===== src/rtl/alu_sequencer.sv =====
// alu_sequencer: multi-cycle control sequencer for the 32-bit ALU datapath.
// It accepts one operation, then steps the datapath through these phases:
// load Y, execute, write Z low (and Z high for MUL/DIV), then done.
// Every strobe is a register, so the strobes have no path from start or opcode.
module alu_sequencer #(
    parameter int MUL_CYCLES = 4,
    parameter int DIV_CYCLES = 34
) (
    input  logic        clock,
    input  logic        clear,
    input  logic        start,
    input  logic [3:0]  opcode,
    output logic        ready,
    output logic        done,
    output logic        err,
    output logic        RAout,
    output logic        RBout,
    output logic        Yin,
    output logic        Zin,
    output logic [12:0] alu_sel,
    output logic        ZLOout,
    output logic        ZHIout,
    output logic        Rzin,
    output logic        LOin,
    output logic        HIin
);

    // The counter only has to hold the longest execute length minus one.
    localparam int MAX_CYCLES = (MUL_CYCLES > DIV_CYCLES) ? MUL_CYCLES : DIV_CYCLES;
    localparam int CW = (MAX_CYCLES > 2) ? $clog2(MAX_CYCLES) : 1;
    localparam logic [CW-1:0] MUL_LAST = CW'(MUL_CYCLES - 1);
    localparam logic [CW-1:0] DIV_LAST = CW'(DIV_CYCLES - 1);
    localparam logic [3:0] OP_MUL = 4'd6;
    localparam logic [3:0] OP_DIV = 4'd7;
    localparam logic [3:0] OP_MAX = 4'd12;

    typedef enum logic [2:0] {
        IDLE,
        LDY,
        EXEC,
        WLO,
        WHI,
        DONE,
        ERR
    } state_t;

    state_t        state;
    logic [CW-1:0] count;
    logic [3:0]    op;

    logic          multi_word;
    logic [CW-1:0] exec_last;
    logic [12:0]   op_onehot;

    // Derive the properties of the latched operation: its result width, its execute length and its ALU select bit.
    always_comb begin
        multi_word = (op == OP_MUL) || (op == OP_DIV);
        exec_last  = '0;
        if (op == OP_MUL) begin
            exec_last = MUL_LAST;
        end else if (op == OP_DIV) begin
            exec_last = DIV_LAST;
        end
        op_onehot = 13'd1 << op;
    end

    // Update the sequencer state and register, in the same edge, the strobes for the state being entered.
    always_ff @(posedge clock or negedge clear) begin
        if (!clear) begin
            state   <= IDLE;
            count   <= '0;
            op      <= '0;
            ready   <= 1'b1;
            done    <= 1'b0;
            err     <= 1'b0;
            RAout   <= 1'b0;
            RBout   <= 1'b0;
            Yin     <= 1'b0;
            Zin     <= 1'b0;
            alu_sel <= '0;
            ZLOout  <= 1'b0;
            ZHIout  <= 1'b0;
            Rzin    <= 1'b0;
            LOin    <= 1'b0;
            HIin    <= 1'b0;
        end else begin
            ready   <= 1'b0;
            done    <= 1'b0;
            err     <= 1'b0;
            RAout   <= 1'b0;
            RBout   <= 1'b0;
            Yin     <= 1'b0;
            Zin     <= 1'b0;
            alu_sel <= '0;
            ZLOout  <= 1'b0;
            ZHIout  <= 1'b0;
            Rzin    <= 1'b0;
            LOin    <= 1'b0;
            HIin    <= 1'b0;
            case (state)
                IDLE: begin
                    if (start && (opcode <= OP_MAX)) begin
                        op    <= opcode;
                        state <= LDY;
                        RAout <= 1'b1;
                        Yin   <= 1'b1;
                    end else if (start) begin
                        state <= ERR;
                        err   <= 1'b1;
                    end else begin
                        ready <= 1'b1;
                    end
                end
                LDY: begin
                    state   <= EXEC;
                    count   <= exec_last;
                    RBout   <= 1'b1;
                    alu_sel <= op_onehot;
                    Zin     <= (exec_last == '0);
                end
                EXEC: begin
                    if (count == '0) begin
                        state  <= WLO;
                        ZLOout <= 1'b1;
                        Rzin   <= !multi_word;
                        LOin   <= multi_word;
                    end else begin
                        count   <= count - 1'b1;
                        RBout   <= 1'b1;
                        alu_sel <= op_onehot;
                        Zin     <= (count == CW'(1));
                    end
                end
                WLO: begin
                    if (multi_word) begin
                        state  <= WHI;
                        ZHIout <= 1'b1;
                        HIin   <= 1'b1;
                    end else begin
                        state <= DONE;
                        done  <= 1'b1;
                    end
                end
                WHI: begin
                    state <= DONE;
                    done  <= 1'b1;
                end
                DONE, ERR: begin
                    state <= IDLE;
                    ready <= 1'b1;
                end
                default: begin
                    state <= IDLE;
                    ready <= 1'b1;
                end
            endcase
        end
    end

endmodule


===== config.mk =====
export PLATFORM = sky130hd
export DESIGN_NAME = alu_sequencer
export DESIGN_NICKNAME = d
export VERILOG_FILES = /design/src/rtl/alu_sequencer.sv
export SDC_FILE = /design/constraint.sdc
export NUM_CORES = 1
export LEC_CHECK = 0
export ABC_CLOCK_PERIOD_IN_PS = 3330
export BUFFER_PORTS_ARGS = -buffer_cell sky130_fd_sc_hd__clkbuf_2
export CORE_MARGIN = 2
export CORE_UTILIZATION = 56
export CTS_CLUSTER_SIZE = 25
export DETAILED_ROUTE_END_ITERATION = 10
export HOLD_SLACK_MARGIN = 0.1
export PLACE_DENSITY = 0.82
export SLEW_MARGIN = 10
export SYNTH_ARGS = -nofsm -noshare
export SYNTH_HDL_FRONTEND = slang
export SYNTH_SLANG_ARGS = --single-unit
export TNS_END_PERCENT = 10

===== constraint.sdc =====
create_clock -name clock -period 3.33 [get_ports clock]
set_input_delay 0.1665 -clock clock [delete_from_list [all_inputs] [get_ports clock]]
set_output_delay 0.1665 -clock clock [all_outputs]
set_load 0.02 [all_outputs]

Word-level counts from Yosys, hierarchy flattened --
Cells that the tools add are included.
Cells by class: reductions and logical operators 11, shift-type cells 1, multiplexer cells 33, magnitude comparators 1, $add $sub $neg 1, equality and inequality tests 10
Operators by type and width (count):
- case mux 13 bit (2 select lines) | 1
- two-way mux 1 bit | 19
- two-way mux 6 bit | 3
- case mux 3 bit (5 select lines) | 1
- two-way mux 13 bit | 1
- << shifter 1 x 4 -> 13 bit (first input constant) | 1
- zero test 6 bit | 2
- case mux 6 bit (2 select lines) | 1
- two-way mux 3 bit | 3
- == test 4 x 3 -> 1 bit (second input constant) | 2
- case mux 1 bit (2 select lines) | 4
- == test 3 x 2 -> 1 bit (second input constant) | 2
- == test 6 x 1 -> 1 bit (second input constant) | 1
- AND reduction 2 bit | 3
- subtractor 6 x 1 -> 6 bit (second input constant) | 1
- less-or-equal comparator 4 bit (second input constant) | 1
- != test 2 bit (second input constant) | 2
- OR reduction 4 bit | 1
- == test 3 x 1 -> 1 bit (second input constant) | 1
- == test 3 bit (second input constant) | 1
- zero test 3 bit | 1
- != test 3 bit (second input constant) | 1
- nonzero test 2 bit | 1
- logical AND 1 bit | 1
- other kinds (2) | 2
Word-level totals: register bits after elaboration 36, logic and storage cells 71, output and inout bits 25

Longest topological paths before layout --
Gate-level depths: netlist of the first run.
depth in word-level cells 5, depth in mapped cells 7

Worst setup path after synthesis of the first run --
OpenSTA, ideal clock, no wires.
path type register to register, from reg count[0], to reg count[4], period minus slack after synthesis 1.827 ns, arrival 1.750 ns, data required time 3.253 ns, path slack 1.503 ns, stages on the path, launching flop included 7, path through dfrtp_1 -> inv_1 -> ha_1 -> nor2b_1 -> a311o_2 -> or4_1 -> a21oi_1
On the way: word-level cells in the longest chain between the ends 3
RTL lines:
- from (decl) | line 48 | logic [CW-1:0] count;
- from (signal assigned) | line 116 | count <= exec_last;
- from (signal assigned) | line 128 | count <= count - 1'b1;
- subtractor 6 x 1 -> 6 bit / zero test 6 bit (equally long branches) | line 128, 122
- two-way mux 6 bit / != test 2 bit (equally long branches)
- case mux 6 bit (2 select lines) / AND reduction 2 bit (equally long branches)
Parallel ways exist; a longest one is shown, timed or not. The select of a mux whose other input is x is not followed. A chain may end at the register's enable or synchronous reset.

Worst setup path in the final report of the first run --
from reg count[0], to reg alu_sel[4]
On the way: word-level cells in the longest chain between the ends 3
RTL lines:
- zero test 6 bit | line 122 | if (count == '0) begin
- two-way mux 13 bit | line 122
- case mux 13 bit (2 select lines) | line 100 | case (state)
- to (signal assigned) | line 118 | alu_sel <= op_onehot;
- to (signal assigned) | line 130 | alu_sel <= op_onehot;
- to (decl) | line 20 | output logic [12:0] alu_sel,
No other way between the ends.

==> impl_metrics.ini, run 1 <==
[logic_synthesis]
synth-main-ff-cell = dfrtp_1
synth.largest_area_cell = dfrtp_1
netlist_instances = 134
synth_fp_nets = 143
synth_cell_types = 35
async_reset_ff_frac = 1.00
ys_seq_area_frac = 0.606
yosys_warnings = 0
synth_edf_count = 0
synth_area_per_cell_um2 = 11.1
synth-seq-cells = 36
netlist_area_um2 = 1490
synth_area_leaders = dfrtp_1 59%, nor2_1 5.3%, mux2_2 3.0%
synth_top_area_share = 0.589

[die]
start_util = 0.595
io_pins = 32
die_w_um = 55.5
dieArea_um2 = 3080
row_count = 18
core_region_area_um2 = 2500
die_y_um = 55.5

[route]
dr.pass1.iters = 4
drc = 0
drt_iter0_drc = 48
viasPerCell = 5.55
vias = 1116
wirelength_um = 2950
final_antenna_net_count = 0
wire_per_inst_um = 14.7

[setup_path]
crit_family = simple AND/OR/NAND/NOR gates
cp.required_ns = 3.59
critPathMaxStageDelay_ns = 0.46
worst_setup_path_end_kind = flop
cp_max_fo = 9
cp-start-kind = flop
path_class = flop to flop
worst-path-buf-inv = 2
crit_arrival_ns = 2.25
crit_chain = inv_1 > ha_1 > nor2b_1 > a311o_2 > clkinv_1 > nand3b_1 > nor3_1
crit_slowest_cell = a311o_2

[power_and_ir_drop]
p_per_area_nw_per_um2 = 982
internal_power_mw = 1.12
p_switching_uw = 658
max-vdd-ir-drop_mv = 0.670
pwr-share-comb = 0.351
p_leak_nw = 0.909
switching_share = 0.370
p_clk_frac = 0.257
seqPwrFrac = 0.391
finalPower_mw = 1.78

[cts]
root_buffer = clkbuf_4
clock_latency_ns = 0.35
post_cts_resized = 0
htree_levels = 2
cts_inserted_buffers = 5
clock-sinks = 36
cts.clk_slew.worst_paths_ns = 0.11
clockBufferDepth = 2
tritoncts = yes

[global_routing]
grt_max_degree = 37
use_met1 = 0.264
grt_pass1_wl_um = 4980
gr-usage-all-layers = 0.212
antenna_found_initial = 0
gr-total-overflow = 0
grtUsageMet2 = 0.332
top_usage_layer = met2
grt_pass1_vias = 1071
met3_usage = 0.0726

[status]
status = completed

[place]
place_inst = 188
hpwlAfterDp_um = 2020
gp_congestion = 0.981
numPortBuffers = 31
place_area_um2 = 1640
dp_slack_ns = 1.38

[sta]
slew_viol_final = 0
hold_ws_ns = 0.138
fin_skew_ns = 0.0111
setup_viol = 0
relSlewSlack = 0.434
final.setup.tns_ns = 0
rsz0062_at_grt = false
fmax_mhz = 501
setup_slack_ns = 1.33
tightestPinTransition_ns = 0.849
fin_crit_ns = 2.00
hold_viol = 0
post-route-period-util = 0.600

[finish]
final_core_util = 0.725
syn_to_final_growth_pct = 21.9
fin_nets = 179
n_antenna_cell = 0
finalInstanceArea_um2 = 1810
multi_input_area_um2 = 518
final_cells = 201
drive_gt1_frac = 0.287
register_area_um2 = 902
fill_cells = 171

[worst_hold_path]
min_path_type = input port to flop

[job]
maxCapViolCount = 0
==> kinds of logic after synthesis <==
kind of cell | after synthesis | synth area share
AND/OR/NAND/NOR | 54 | 0.187
adder cells (fa/ha/maj) | 2 | 0.0168
AO/OA/AOI/OAI | 24 | 0.108
buffers and inverters | 13 | 0.0454
flip-flops | 36 | 0.606
multiplexers | 4 | 0.0303
XOR/XNOR | 1 | 0.00589
==> tightest hold or removal path: stages <==
cell	delay [ns]
clkbuf_2	0.11
nand3b_1	0.13
nor2_1	0.05
==> power groups by stage <==
stage / combinational [mW] / sequential [mW] / clock, mW
global placement: 0.588 / 0.689 / 0
global route: 0.683 / 0.716 / 0.492
CTS: 0.621 / 0.695 / 0.464
floorplan: 0.463 / 0.697 / 0
finish: 0.625 / 0.696 / 0.458
detailed placement: 0.610 / 0.703 / 0
==> flip-flops by register name, indices dropped and copies added, names as in the netlist, 3 cells and up <==
name     cells
alu_sel     13
count        6
op           4
state        3
==> synth_stat cells (3+ instances only) <==
master,number
buf_4,3
nand2b_1,5
nor3_1,5
nand3b_1,6
dfrtp_1,35
nor2_1,21
a21oi_1,5
clkbuf_1,3
mux2_2,4
inv_1,5
o21ai_0,7
nand2_1,7
==> repair_timing <==
action	in CTS	in global routing
hold buffers	5	0
setup buffers	0	0
hold endpoints to repair	39	0
==> final timing paths <==
kind	end	cells past startpoint	slack (ns)	start
worst min-delay path	err$_DFF_PN0_	3	0.14	start
worst min register to register	count[0]$_DFFE_PN0P_	1	0.56	count[0]$_DFFE_PN0P_
max in group asynchronous	alu_sel[4]$_DFF_PN0_	2	2.35	clear
min in group asynchronous	alu_sel[0]$_DFF_PN0_	2	0.45	clear
worst max-delay path	alu_sel[4]$_DFF_PN0_	7	1.33	count[0]$_DFFE_PN0P_
worst max register to register	alu_sel[4]$_DFF_PN0_	7	1.33	count[0]$_DFFE_PN0P_
==> layer usage <==
layer,routed length [µm],share of wire
met1,1260,0.43
met2,1420,0.48
met3,183,0.062
met4,81,0.027
met5,0,0
==> cell usage in the layout (no fill, tap or decap), types with 2 or more instances in the layout <==
cell           count
o31ai_1            2
clkbuf_4           5
inv_1              5
clkbuf_2          31
a21oi_1            5
a21boi_0           2
nor2_1            21
o21ai_0            7
a31o_2             2
nand3b_1           6
nor3_1             5
dfrtp_1           35
nand2b_1           5
ha_1               2
or3b_2             2
nand2_1            7
dlygate4sd3_1      5
bufinv_16          3
mux2_2             4
==> layout make-up <==
class | instances | area share
repair buffers | 36 | 0.113
well taps | 30 | 0.0207
inverters | 6 | 0.0124
multi-input cells | 85 | 0.286
clock inverters | 3 | 0.0497
flip-flops and latches | 36 | 0.498
clock buffers | 5 | 0.0207
(Power assumes the default switching activity.)
==> inputs of run 2 (changes only) <==
Settings changed: ABC_CLOCK_PERIOD_IN_PS 3330 to 1600, CORE_UTILIZATION 56 to 47, PLACE_DENSITY 0.82 to 0.73.
Clock period 3.33 ns to 1.6 ns, I/O delays scaled along.
==> impl_metrics.ini, run 2 (synthesized netlist as in run 1, its figures left out) <==
[finish]
largest-register = alu_sel
final_core_util = 0.669
syn_to_final_growth_pct = 36.2
fin_nets = 203
fill_cells = 229
n_antenna_cell = 0
mostFrequentLayoutCells = 35 x dfrtp_1, 31 x clkbuf_2, 20 x buf_4, 17 x nor2_1, 7 x nand2_1
finalInstanceArea_um2 = 2030
top_regs = alu_sel (13), count (6), op (4)
largest_reg_flops = 13
drive_gt1_frac = 0.448
final_common_cell = dfrtp_1

[setup_path]
reg2regPathDepth = 7
worst_setup_path_end_kind = flop
cp-start-kind = flop
ff2ff_setup_slack_ns = -0.11
cp.required_ns = 1.83
path_class = flop to flop
crit_arrival_ns = 1.94
cp_max_fo = 7

[cts]
clock-sinks = 36
tritoncts = yes
cts_inserted_buffers = 5
root_buffer = clkbuf_4
cts.clk_slew.worst_paths_ns = 0.10
clock_latency_ns = 0.34
htree_levels = 2
clockBufferDepth = 2

[die]
die_w_um = 60.3
row_count = 20
start_util = 0.491
io_pins = 32
core_region_area_um2 = 3030
die_y_um = 60.3
dieArea_um2 = 3630

[route]
drc = 0
final_antenna_net_count = 0
dr.pass1.iters = 4
wire_per_inst_um = 14.1
wirelength_um = 3350
drt_iter0_drc = 35
vias = 1249
viasPerCell = 5.25

[job]
maxCapViolCount = 0

[place]
gp_congestion = 0.923
place_area_um2 = 1760
hpwlAfterDp_um = 2140
numPortBuffers = 31
dp_slack_ns = -0.180

[global_routing]
grt_pass1_wl_um = 5430
grt_max_degree = 37
gr-usage-all-layers = 0.211
gr-total-overflow = 0
antenna_found_initial = 0
grt_pass1_vias = 1232

[sta]
hold_viol = 0
rsz0062_at_grt = true
fmax_mhz = 585
post-route-period-util = 1.07
fin_skew_ns = 0.00610
setup_slack_ns = -0.111
setup_viol = 18
relSlewSlack = 0.709
fin_crit_ns = 1.71
slew_viol_final = 0
tightestPinTransition_ns = 0.437
hold_ws_ns = 0.298

[power_and_ir_drop]
p_per_area_nw_per_um2 = 1980
max-vdd-ir-drop_mv = 1.08
p_leak_nw = 1.02
finalPower_mw = 4.00

[status]
status = complete, but fails checks
violations = negative setup slack

[worst_hold_path]
min_path_type = input port to async pin
==> run 2: changes by cell type in the layout (fill, tap and decap cells not counted), sizes merged <==
cell         before  now
clkinv            1    3
buf               0   22
clkbuf           36   37
dlygate4sd3       5    6
bufinv            3    0
==> run 2: layout make-up <==
class	count	area, µm²	area share
clock buffer	6	41.3	0.0204
clock inverter	1	5.00	0.00247
inverter	6	35.0	0.0173
multi-input combinational	85	587	0.290
sequential	36	902	0.445
tap	44	55.1	0.0272
timing repair buffer	59	397	0.196
timing repair inverter	1	5.00	0.00247
==> run 2: what timing repair did <==
item                                   in CTS  in global routing
gates resized for setup                    12                 11
cloned                                      1                  0
setup endpoints to repair                  20                 23
endpoints found under the hold margin      42                  0
hold buffers                                6                  0
buffers inserted                            6                  2
pin swaps                                   2                  2
==> run 2: metrics by stage <==
stage / TNS, ns / cells
after floorplan: -0.352 / 134
after global placement: -0.559 / 216
after detailed placement: -2.26 / 216
after CTS: -0.546 / 236
after global routing: -2.21 / 238
final: -0.988 / 238
==> run 2: critical path, stage by stage, from the launching register on <==
cell and delay [ns]:
dfrtp_1 0.37, inv_2 0.06, ha_4 0.15, nor2b_4 0.12, a311o_2 0.39, buf_4 0.17, o31ai_1 0.23, a21oi_1 0.10
==> run 2: power breakdown <==
| part | internal (mW) | switching, mW | total (mW) |
|---|---|---|---|
| registers | 1.17 | 0.215 | 1.39 |
| logic | 1.05 | 1.12 | 2.17 |
| clock network | 0.162 | 0.286 | 0.448 |
| total | 2.38 | 1.62 | 4.00 |
==> run 2: path summary, 6_finish.rpt <==
kind	startpoint	endpoint
max reg2reg	count[0]$_DFFE_PN0P_	count[4]$_DFFE_PN0P_
max in group asynchronous	clear	ready$_DFF_PN1_
max	count[0]$_DFFE_PN0P_	count[4]$_DFFE_PN0P_
min	clear	op[2]$_DFFE_PN0P_
min reg2reg	count[5]$_DFFE_PN0P_	count[5]$_DFFE_PN0P_
min in group clock	opcode[1]	op[1]$_DFFE_PN0P_
==> run 2: layer usage <==
metal  share of wire  routed length [µm]  track usage
met1            0.41                1370        0.246
met3           0.047                 158       0.0714
met4           0.018                  59       0.0857
met5               0                   0            0
met2            0.53                1760        0.352
